### config.mk
export PLATFORM = sky130hd
export DESIGN_NAME = mem_arbiter
export DESIGN_NICKNAME = d
export VERILOG_FILES = /design/src/rtl/mem_arbiter.sv
export SDC_FILE = /design/constraint.sdc
export NUM_CORES = 1
export LEC_CHECK = 0
export CORE_AREA = 2 2 95 97
export CTS_BUF_LIST = sky130_fd_sc_hd__clkbuf_4 sky130_fd_sc_hd__clkbuf_8
export DETAILED_ROUTE_END_ITERATION = 6
export DIE_AREA = 0 0 97 99
export DONT_BUFFER_PORTS = 1
export PLACE_DENSITY_LB_ADDON = 0.05
export SLEW_MARGIN = 0
export SYNTH_ARGS = -nofsm -noshare
export SYNTH_HDL_FRONTEND = slang
export SYNTH_SLANG_ARGS = --single-unit
### constraint.sdc
create_clock -name clk -period 10.6 [get_ports clk]
set_input_delay 3.18 -clock clk [delete_from_list [all_inputs] [get_ports clk]]
set_output_delay 3.18 -clock clk [all_outputs]
set_load 0.01 [all_outputs]
### src/rtl/mem_arbiter.sv
// mem_arbiter: shares one single-port synchronous RAM between an
// instruction-fetch requester (IF) and a data-access requester (MEM).
// One transaction is in flight at a time: grant -> RAM strobe -> response,
// with a one-cycle ready pulse back to the winning requester.
// MEM normally wins ties. IF is forced to win once it has watched
// STARVE_MAX MEM grants go by while it was waiting.
`timescale 1ns/1ps

module mem_arbiter #(
  parameter int unsigned STARVE_MAX = 4
) (
  input  logic        clk,
  input  logic        rst,
  // instruction-fetch port
  input  logic        if_ce,
  input  logic [31:0] if_addr,
  output logic [31:0] if_data,
  output logic        if_ready,
  // data-access port
  input  logic        mem_ce,
  input  logic        mem_we,
  input  logic [31:0] mem_addr,
  input  logic [31:0] mem_wdata,
  output logic [31:0] mem_rdata,
  output logic        mem_ready,
  // RAM port (ram_rdata valid the cycle after a read strobe)
  output logic        ram_ce,
  output logic        ram_we,
  output logic [9:0]  ram_addr,
  output logic [31:0] ram_wdata,
  input  logic [31:0] ram_rdata,
  // pipeline stall request
  output logic        stall_req
);

  localparam int unsigned CNT_W = (STARVE_MAX < 1) ? 1 : $clog2(STARVE_MAX + 1);
  localparam logic [CNT_W-1:0] CNT_MAX = CNT_W'(STARVE_MAX);

  typedef enum logic [2:0] {
    IDLE    = 3'd0,
    ACC_IF  = 3'd1,
    ACC_MEM = 3'd2,
    RSP_IF  = 3'd3,
    RSP_MEM = 3'd4
  } state_e;

  state_e           state_q, state_d;
  logic [9:0]       addr_q, addr_d;
  logic             we_q, we_d;
  logic [31:0]      wdata_q, wdata_d;
  logic [CNT_W-1:0] starve_cnt_q, starve_cnt_d;
  logic [31:0]      if_data_q, if_data_d;
  logic [31:0]      mem_rdata_q, mem_rdata_d;
  logic             if_ready_q, if_ready_d;
  logic             mem_ready_q, mem_ready_d;

  logic starve_at_max;
  logic grant_mem;
  logic grant_if;

  // Only the word index within a 4 KiB window is used; byte offset and
  // upper address bits are intentionally dropped.
  logic unused_addr_bits;
  assign unused_addr_bits = ^{if_addr[31:12], if_addr[1:0],
                              mem_addr[31:12], mem_addr[1:0]};

  // Arbitration decision, meaningful only while in IDLE
  always_comb begin
    starve_at_max = (starve_cnt_q == CNT_MAX);
    grant_mem     = mem_ce && !(if_ce && starve_at_max);
    grant_if      = if_ce && !grant_mem;
  end

  // State register
  always_ff @(posedge clk or posedge rst) begin
    if (rst) begin
      state_q <= IDLE;
    end else begin
      state_q <= state_d;
    end
  end

  // Datapath, counter and response registers
  always_ff @(posedge clk or posedge rst) begin
    if (rst) begin
      addr_q       <= '0;
      we_q         <= 1'b0;
      wdata_q      <= '0;
      starve_cnt_q <= '0;
      if_data_q    <= '0;
      mem_rdata_q  <= '0;
      if_ready_q   <= 1'b0;
      mem_ready_q  <= 1'b0;
    end else begin
      addr_q       <= addr_d;
      we_q         <= we_d;
      wdata_q      <= wdata_d;
      starve_cnt_q <= starve_cnt_d;
      if_data_q    <= if_data_d;
      mem_rdata_q  <= mem_rdata_d;
      if_ready_q   <= if_ready_d;
      mem_ready_q  <= mem_ready_d;
    end
  end

  // Next-state and next-register values
  always_comb begin
    state_d      = state_q;
    addr_d       = addr_q;
    we_d         = we_q;
    wdata_d      = wdata_q;
    starve_cnt_d = starve_cnt_q;
    if_data_d    = if_data_q;
    mem_rdata_d  = mem_rdata_q;
    if_ready_d   = 1'b0;
    mem_ready_d  = 1'b0;

    unique case (state_q)
      IDLE: begin
        if (grant_mem) begin
          state_d = ACC_MEM;
          addr_d  = mem_addr[11:2];
          we_d    = mem_we;
          wdata_d = mem_wdata;
          if (if_ce && !starve_at_max) begin
            starve_cnt_d = starve_cnt_q + 1'b1;
          end
        end else if (grant_if) begin
          state_d      = ACC_IF;
          addr_d       = if_addr[11:2];
          we_d         = 1'b0;
          starve_cnt_d = '0;
        end
      end
      ACC_IF:  state_d = RSP_IF;
      ACC_MEM: state_d = RSP_MEM;
      RSP_IF: begin
        if_data_d  = ram_rdata;
        if_ready_d = 1'b1;
        state_d    = IDLE;
      end
      RSP_MEM: begin
        if (!we_q) begin
          mem_rdata_d = ram_rdata;
        end
        mem_ready_d = 1'b1;
        state_d     = IDLE;
      end
      default: state_d = IDLE;
    endcase
  end

  // RAM strobes are decoded from state so an async reset drops them at once
  always_comb begin
    ram_ce    = (state_q == ACC_IF) || (state_q == ACC_MEM);
    ram_we    = (state_q == ACC_MEM) && we_q;
    ram_addr  = addr_q;
    ram_wdata = wdata_q;
  end

  // Requester-facing outputs
  always_comb begin
    if_data   = if_data_q;
    if_ready  = if_ready_q;
    mem_rdata = mem_rdata_q;
    mem_ready = mem_ready_q;
    stall_req = (if_ce & ~if_ready_q) | (mem_ce & ~mem_ready_q);
  end

endmodule

After elaboration in Yosys (flattened, before gate mapping) --
Index checks and enable logic that the tools add are counted.
Storage, ports and cells: word-level logic and storage cells 50, bits of input ports 133, register bits after elaboration 115
Cells by class: reduce and logical (&&, ||, !) cells 15, equality and inequality tests 7, mux-type cells 12, bitwise operators 6, add/subtract/negate cells 1
Operator list (number):
- $mux W10 | 2
- $mux W3 | 5
- $pmux W3 S3 | 1
- $eq A3 B2 Y1 const B | 2
- $eq A3 B3 Y1 const B | 2
- $reduce_and A2 Y1 | 3
- $logic_and A1 B1 Y1 | 5
- $mux W1 | 4
- $add A3 B1 Y3 const B | 1
- $eq A3 B1 Y1 const B | 1
- $logic_not A1 Y1 | 3
- $logic_not A3 Y1 | 1
- $ne A3 B3 Y1 const B | 1
- $not A1 Y1 | 3
- $reduce_and A3 Y1 | 1
- $and A1 B1 Y1 | 2
- $ne A2 B1 Y1 const B | 1
- $reduce_bool A2 Y1 | 1
- $logic_or A1 B1 Y1 | 1
- $or A1 B1 Y1 | 1

Longest topological paths before layout --
Gate-level depths: netlist of the first run.
word-level depth 9, depth in mapped cells 6, mapped depth without buffers 5

Worst setup path before layout of the first run --
No wires, ideal clock.
path type in2out, from input mem_ce, to output stall_req, data arrival time 3860 ps, setup slack 3560 ps, stages 4, required time 7420 ps, cell sequence clkbuf_1 inv_1 clkbuf_1 o22ai_1
Between the ends: longest elaborated chain between the ends 2
RTL lines:
- from (decl) | RTL line 20 | input logic mem_ce,
- $and A1 B1 Y1 | RTL line 167 | stall_req = (if_ce & ~if_ready_q) | (mem_ce & ~mem_ready_q);
- $or A1 B1 Y1 | RTL line 167
- to (decl) | RTL line 33 | output logic stall_req
Every way passes these cells.

Final worst setup path of the first run --
Ends and elaborated chain as after synthesis.

==> flow_summary.ini, run 1 <==
[run_status]
status = finished clean

[clock_network]
clk_pin_slew_ns = 0.07
numClockSinks = 115
htree_num_levels = 4
clock-root-buffer = clkbuf_8
cts_resized = 0
holdBufCountCts = 0
cts_buffers = 17
cts_tree = done
clk_path_buf_depth = 2
post_cts_buffers = 0
clk_latency_ns = 0.41

[synthesis]
synth-seq-cells = 115
ys_seq_area_frac = 0.632
ys_warn_count = 0
syn-instance-count = 314
syn_avg_cell_area_sq_um = 14.5
syn_nets = 449
synth.distinct_cells = 35
synthesis.area_sq_um = 4550

[place]
postPlaceCellArea_sq_um = 4610
portBuffers = 0
hpwlAfterDp_mm = 6.36
place_congestion = 0.828
pre_cts_slack_ns = 3.81

[sta]
relSlewSlack = 0.332
setup_viol = 0
fin_tns_setup_ns = 0
whs_ns = 0.505
slew_viol_final = 0
rsz0062_at_grt = no
hold_viol_final = 0
finClkSkew_ns = 0.00881
finalCriticalPeriod_ns = 6.79
timing.fmax_ghz = 0.147
period_share = 0.641
worst_pin_slew_ns = 0.999
setup_ws_ns = 3.81

[global_route]
grt_max_degree = 81
grt_pass1_wl_mm = 14.6
grt-ovfl-total = 0
antenna_found_initial = 0
first_global_vias = 2673
grt_use_total = 0.200

[drt]
via_per_inst = 5.86
ant_nets = 0
wl_met2_mm = 4.46
drt-initial-drc-count = 87
wl_met3_mm = 1.31
wirelength_mm = 9.34
wl_per_cell_um = 21.4
dr.max_layer_used = met4
met1_length_mm = 3.50
num_vias = 2560
first_pass_iters = 4
drc = 0

[floorplanning]
die_w_um = 97
coreArea_sq_um = 8550
ios = 244
start_util = 0.533
die-area_sq_um = 9600
num_rows = 34
die_y_um = 99

[cells_and_area]
final_cell_mix = 115 x dfrtp_1, 95 x mux2_2, 18 x clkbuf_8
multi_input_area_sq_um = 1550
nNetsFinal = 451
ff_latch_area_sq_um = 2880
nFillCells = 702
area_growth_pct = 9.97
layout_commonest_cell = dfrtp_1
diodes = 0
final_cell_area_sq_um = 5010
drive_gt1_frac = 0.426

[worst_setup_path]
cp.arrival_ns = 3.61
end_kind = output pin
regToRegSetupSlack_ns = 8.42
max_stage_delay_ns = 0.23
crit_fanout = 18
start_kind = input pin
path_delay_family = buffers and inverters
crit_chain = inv_1 -> o22ai_1
path_class = in -> out
required_ns = 7.42
cp_slowest_cell = inv_1
critPathBufInv = 1

[pwr]
ir_drop_mv = 0.177
p_leak_nw = 2.14
powerDensity_nw_per_um2 = 339
finalPower_mw = 1.70

[hold_path]
hold_class = reg -> reg

[run]
maxCapViolCount = 0
metrics by stage:
step | util | std cells
floorplan | - | 314
global placement | 0.540 | 405
detailed placement | 0.540 | 405
CTS | 0.586 | 437
global route | 0.586 | 437
finish | 0.586 | 437
cell families after synthesis:
group           after synthesis  synth area share
flops                       115             0.632
mux                          96             0.237
compound gates               40            0.0497
simple gates                 32            0.0434
buf+inv                      28            0.0302
fa+ha+maj                     2           0.00549
xor+xnor                      1           0.00192
layout make-up:
| class | instances | share of cell area |
|---|---|---|
| sequential | 115 | 0.575 |
| multi-input combinational | 171 | 0.309 |
| clock buffer | 20 | 0.0525 |
| tap | 108 | 0.0270 |
| clock inverter | 12 | 0.0262 |
| inverter | 8 | 0.00650 |
| timing repair buffer | 3 | 0.00450 |
synth_stat cells, drive strengths merged:
master  number  area (sq um)
or3          2          17.5
nand3b       1          7.51
o21ai       16          87.6
xnor2        1          8.76
nor2         4          17.5
o22ai        1          6.26
and2         1          6.26
nand3       12          60.1
ha           2          25.0
or2          1          6.26
or4b         1          13.8
nand2        2          7.51
a21oi       11          55.1
dfrtp      115          2880
nand4        1          6.26
nor3b        3          27.5
mux2        96          1080
buf         14          85.1
and3         1          6.26
inv          8          30.0
a31oi       10          62.6
a211oi       1          7.51
clkbuf       6          22.5
o21a         1          7.51
nor2b        1          6.26
nor3         2          15.0
path summary, 6_finish.rpt:
path | startpoint | to | depth (start not counted)
worst max-delay path | mem_ce | stall_req | 2
worst min-delay path | starve_cnt_q[0] | starve_cnt_q[0] | 1
worst max register to register | starve_cnt_q[0] | ram_wdata[1] | 6
worst min register to register | starve_cnt_q[0] | starve_cnt_q[0] | 1
max in group asynchronous | rst | mem_rdata[7] | 2
min in group asynchronous | rst | ram_wdata[9] | 1
report_power, final:
group          internal, mW  leakage (nW)  switching [mW]
registers             0.661          1.36           0.269
clock network         0.221         0.192           0.181
logic                 0.219         0.590           0.144
total                  1.10          2.14           0.594
layer usage:
metal  track usage  vias up
met4        0.0618        0
met2         0.302      150
met3         0.130        5
met5             0        -
met1         0.234     1279
li1              -     1126
sequential cells by signal (all words and copies together) (netlist names):
signal and count:
if_data 32, mem_rdata 32, ram_wdata 32, ram_addr 10, starve_cnt_q 3, state_q 3
if_ready 1, mem_ready 1, we_q 1
worst reg2reg max path: cells and delay by family (launching register included):
kind,cells,cell delay [ns]
simple gates,2,0.61
fa+ha+maj,1,0.18
mux,1,0.42
flops,1,0.42
buf+inv,2,0.45
Note: power is estimated with default switching activity, not from simulation.
==> run 2, diff against run 1 <==
--- a/config.mk
+++ b/config.mk
@@ -5,10 +5,10 @@
 export SDC_FILE = /design/constraint.sdc
 export NUM_CORES = 1
 export LEC_CHECK = 0
-export CORE_AREA = 2 2 95 97
+export CORE_AREA = 2 2 94 96
 export CTS_BUF_LIST = sky130_fd_sc_hd__clkbuf_4 sky130_fd_sc_hd__clkbuf_8
 export DETAILED_ROUTE_END_ITERATION = 6
-export DIE_AREA = 0 0 97 99
+export DIE_AREA = 0 0 96 98
 export DONT_BUFFER_PORTS = 1
 export PLACE_DENSITY_LB_ADDON = 0.05
 export SLEW_MARGIN = 0
==> constraint.sdc (replaced) <==
create_clock -name clk -period 6 [get_ports clk]
set_input_delay 1.8 -clock clk [delete_from_list [all_inputs] [get_ports clk]]
set_output_delay 1.8 -clock clk [all_outputs]
set_load 0.01 [all_outputs]
==> flow_summary.ini, run 2 (synthesized netlist as in run 1, its figures left out) <==
[global_route]
grt_pass1_wl_mm = 13.8
grt_max_degree = 86
grt-ovfl-total = 0
first_global_vias = 2651
antenna_found_initial = 0
grt_use_total = 0.197

[drt]
first_pass_iters = 4
via_per_inst = 5.82
drc = 0
num_vias = 2538
ant_nets = 0
dr.max_layer_used = met4
drt-initial-drc-count = 83
met1_length_mm = 3.44
wl_met2_mm = 4.56
wl_per_cell_um = 21.0
wirelength_mm = 9.15
wl_met3_mm = 1.07

[place]
place_congestion = 0.693
hpwlAfterDp_mm = 6.37
postPlaceCellArea_sq_um = 4610
pre_cts_slack_ns = 1.98
portBuffers = 0
dp.cells = 405

[clock_network]
numClockSinks = 115
post_cts_buffers = 0
holdBufCountCts = 0
cts_resized = 0
clock-root-buffer = clkbuf_8
cts_tree = done
clk_latency_ns = 0.41
htree_num_levels = 4
cts_buffers = 17
clk_pin_slew_ns = 0.06
clk_path_buf_depth = 2

[worst_setup_path]
required_ns = 4.20
worstReg2RegStart = starve_cnt_q[0]
regToRegSetupSlack_ns = 3.75
path_class = in -> out
crit_chain = inv_1 -> o22ai_1
path_delay_family = buffers and inverters
worst-path-stages = 2
end_kind = output pin
cp_slowest_cell = inv_1
startpoint = mem_ce
reg2regPathDepth = 6
r2r_end = ram_wdata[27]
cp.arrival_ns = 2.25
crit_end = stall_req
crit_fanout = 18
start_kind = input pin
critPathBufInv = 1
max_stage_delay_ns = 0.26

[pwr]
ir_drop_mv = 0.274
p_leak_nw = 2.17
finalPower_mw = 3.07
powerDensity_nw_per_um2 = 607

[sta]
setup_viol = 0
hold_viol_final = 0
relSlewSlack = 0.320
finClkSkew_ns = 0.0124
fin_tns_setup_ns = 0
setup_ws_ns = 1.95
worst_pin_slew_ns = 1.02
rsz0062_at_grt = no
finalCriticalPeriod_ns = 4.05
timing.fmax_ghz = 0.247
period_share = 0.674
whs_ns = 0.502
slew_viol_final = 0

[floorplanning]
die_y_um = 98
die-area_sq_um = 9410
num_rows = 34
start_util = 0.538
coreArea_sq_um = 8470
die_w_um = 96
ios = 244

[cells_and_area]
area_growth_pct = 10.9
stdcell_count = 436
layout_commonest_cell = dfrtp_1
diodes = 0
final_cell_mix = 115 x dfrtp_1, 95 x mux2_2, 20 x clkbuf_8
drive_gt1_frac = 0.424
nNetsFinal = 451
post-route-util = 0.597
nFillCells = 697
final_cell_area_sq_um = 5050

[hold_path]
hold_class = reg -> reg

[run_status]
status = finished clean

[run]
maxCapViolCount = 0
## run 2: cell types whose count changed in the layout (fill, tap and decap cells not counted), sizes merged
cell      change
bufinv        +2
clkbuf        +1
clkinvlp      -2
inv           -2
## run 2: layout make-up
| class | count | area (sq um) | share of cell area |
|---|---|---|---|
| Timing Repair Buffer | 3 | 22.5 | 0.00446 |
| Tap cell | 108 | 135 | 0.0267 |
| Clock inverter | 10 | 155 | 0.0307 |
| Clock buffer | 21 | 283 | 0.0560 |
| Sequential cell | 115 | 2880 | 0.570 |
| Multi-Input combinational cell | 171 | 1550 | 0.306 |
| Inverter | 8 | 32.5 | 0.00644 |
## run 2: per-layer routing
layer,vias up,GRT usage
met3,7,0.0934
met4,0,0.0824
met2,138,0.313
li1,1116,-
met5,-,0
met1,1277,0.227
## run 2: report_power, final
part / switching [mW] / internal (mW) / total (mW)
clock: 0.293 / 0.486 / 0.778
sequential: 0.471 / 1.17 / 1.64
combinational: 0.260 / 0.388 / 0.648
total: 1.02 / 2.04 / 3.07
## run 2: worst min-delay path by stage
stage,slack [ns],startpoint,end,cells after the start
2_1_floorplan,0.46,starve_cnt_q[2],starve_cnt_q[2],1
5_1_grt,0.54,starve_cnt_q[2],starve_cnt_q[2],1
6_report,0.50,starve_cnt_q[2],starve_cnt_q[2],1
3_5_place_dp,0.49,starve_cnt_q[2],starve_cnt_q[2],1
3_3_place_gp,0.48,starve_cnt_q[2],starve_cnt_q[2],1
4_1_cts,0.50,starve_cnt_q[2],starve_cnt_q[2],1
==> run 3, diff against run 2 <==
--- a/config.mk
+++ b/config.mk
@@ -5,10 +5,10 @@
 export SDC_FILE = /design/constraint.sdc
 export NUM_CORES = 1
 export LEC_CHECK = 0
-export CORE_AREA = 2 2 94 96
+export CORE_AREA = 2 2 95 97
 export CTS_BUF_LIST = sky130_fd_sc_hd__clkbuf_4 sky130_fd_sc_hd__clkbuf_8
 export DETAILED_ROUTE_END_ITERATION = 6
-export DIE_AREA = 0 0 96 98
+export DIE_AREA = 0 0 97 99
 export DONT_BUFFER_PORTS = 1
 export PLACE_DENSITY_LB_ADDON = 0.05
 export SLEW_MARGIN = 0
==> constraint.sdc (replaced) <==
create_clock -name clk -period 4.05 [get_ports clk]
set_input_delay 1.215 -clock clk [delete_from_list [all_inputs] [get_ports clk]]
set_output_delay 1.215 -clock clk [all_outputs]
set_load 0.01 [all_outputs]
==> flow_summary.ini, run 3 (synthesized netlist as in run 1, its figures left out) <==
[run_status]
status = finished clean

[worst_setup_path]
path_class = in -> out
cp.arrival_ns = 1.66
crit_chain = inv_1 -> o22ai_1
critPathBufInv = 1
max_stage_delay_ns = 0.24
startpoint = mem_ce
end_kind = output pin
required_ns = 2.83
worstReg2RegStart = starve_cnt_q[0]
cp_slowest_cell = inv_1
path_delay_family = buffers and inverters
start_kind = input pin
crit_fanout = 18

[global_route]
grt_use_met3 = 0.123
first_global_vias = 2630
busiest_layer = met2
grt_use_total = 0.191
grtUsageMet1 = 0.207
grt_pass1_wl_mm = 14.0
antenna_found_initial = 0
grt_max_degree = 116
grt-ovfl-total = 0
met2_usage = 0.307

[place]
portBuffers = 0
place_congestion = 0.803
dp.cells = 405
hpwlAfterDp_mm = 6.26

[run]
maxCapViolCount = 0

[sta]
rsz0062_at_grt = no
finalCriticalPeriod_ns = 2.87
relSlewSlack = 0.337
timing.fmax_ghz = 0.348
fin_tns_setup_ns = 0
worst_pin_slew_ns = 0.992
finClkSkew_ns = 0.00745
slew_viol_final = 0
period_share = 0.710
hold_viol_final = 0
setup_viol = 0

[drt]
num_vias = 2539
wl_per_cell_um = 20.9
drc = 0
first_pass_iters = 4
via_per_inst = 5.82
drt-initial-drc-count = 68
ant_nets = 0
wirelength_mm = 9.11

[floorplanning]
die_y_um = 99
num_rows = 34
start_util = 0.533
coreArea_sq_um = 8550
ios = 244
die-area_sq_um = 9600
die_w_um = 97

[clock_network]
clk_latency_ns = 0.41
post_cts_buffers = 0
htree_num_levels = 4
clk_path_buf_depth = 2
clock-root-buffer = clkbuf_8
clk_pin_slew_ns = 0.07
holdBufCountCts = 0
cts_tree = done
numClockSinks = 115
cts_resized = 0
cts_buffers = 17

[pwr]
powerDensity_nw_per_um2 = 879
p_leak_nw = 2.14
ir_drop_mv = 0.390

[cells_and_area]
area_growth_pct = 10.2
layout_commonest_cell = dfrtp_1
diodes = 0
stdcell_count = 436
final_cell_mix = 115 x dfrtp_1, 95 x mux2_2, 19 x clkbuf_8
nNetsFinal = 451
drive_gt1_frac = 0.424

[hold_path]
min_from = starve_cnt_q[0]
hold_class = reg -> reg
==> run 3: cell types whose count changed in the layout (fill, tap and decap cells not counted), sizes merged <==
| cell | change |
|---|---|
| bufinv | -2 |
| clkbuf | -2 |
| clkinvlp | +3 |
| inv | +1 |
==> run 3: final timing paths <==
path                                    to  slack, ns  depth (start not counted)
setup reg to reg             ram_wdata[28]       1.86                          6
max in group asynchronous     mem_rdata[8]       2.76                          2
hold reg to reg            starve_cnt_q[0]       0.51                          1
hold / removal             starve_cnt_q[0]       0.51                          1
min in group asynchronous    ram_wdata[21]       0.85                          2
setup / recovery                 stall_req       1.18                          2
==> run 3: cell type report <==
type	count	area, sq um
Timing Repair Buffer	3	35.0
Clock buffer	19	262
Tap cell	108	135
Sequential cell	115	2880
Multi-Input combinational cell	171	1550
Inverter	8	33.8
Clock inverter	12	131
Fill cell	714	3530
==> run 3: routing by layer <==
| metal | routed length (um) | vias up |
|---|---|---|
| met3 | 1210 | 12 |
| met1 | 3230 | 1271 |
| li1 | - | 1111 |
| met5 | 0 | - |
| met2 | 4540 | 145 |
| met4 | 125 | 0 |
==> run 3: where the power goes <==
| part | internal (mW) | switching [mW] | total [mW] |
|---|---|---|---|
| sequential | 1.73 | 0.697 | 2.43 |
| combinational | 0.575 | 0.375 | 0.950 |
| clock | 0.577 | 0.457 | 1.03 |
==> run 3: metrics by stage <==
step                       util  hold slack, ns  worst slack, ns  power [mW]  cell area, sq um
after CTS                 0.587           0.506             1.18        4.47              5020
after global placement    0.541           0.487             1.18        3.39              4630
after floorplan               -           0.464            0.940        3.17              4560
final                     0.587           0.510             1.18        4.41              5020
after global routing      0.587           0.536             1.15        4.68              5020
after detailed placement  0.541           0.494             1.18        3.43              4630
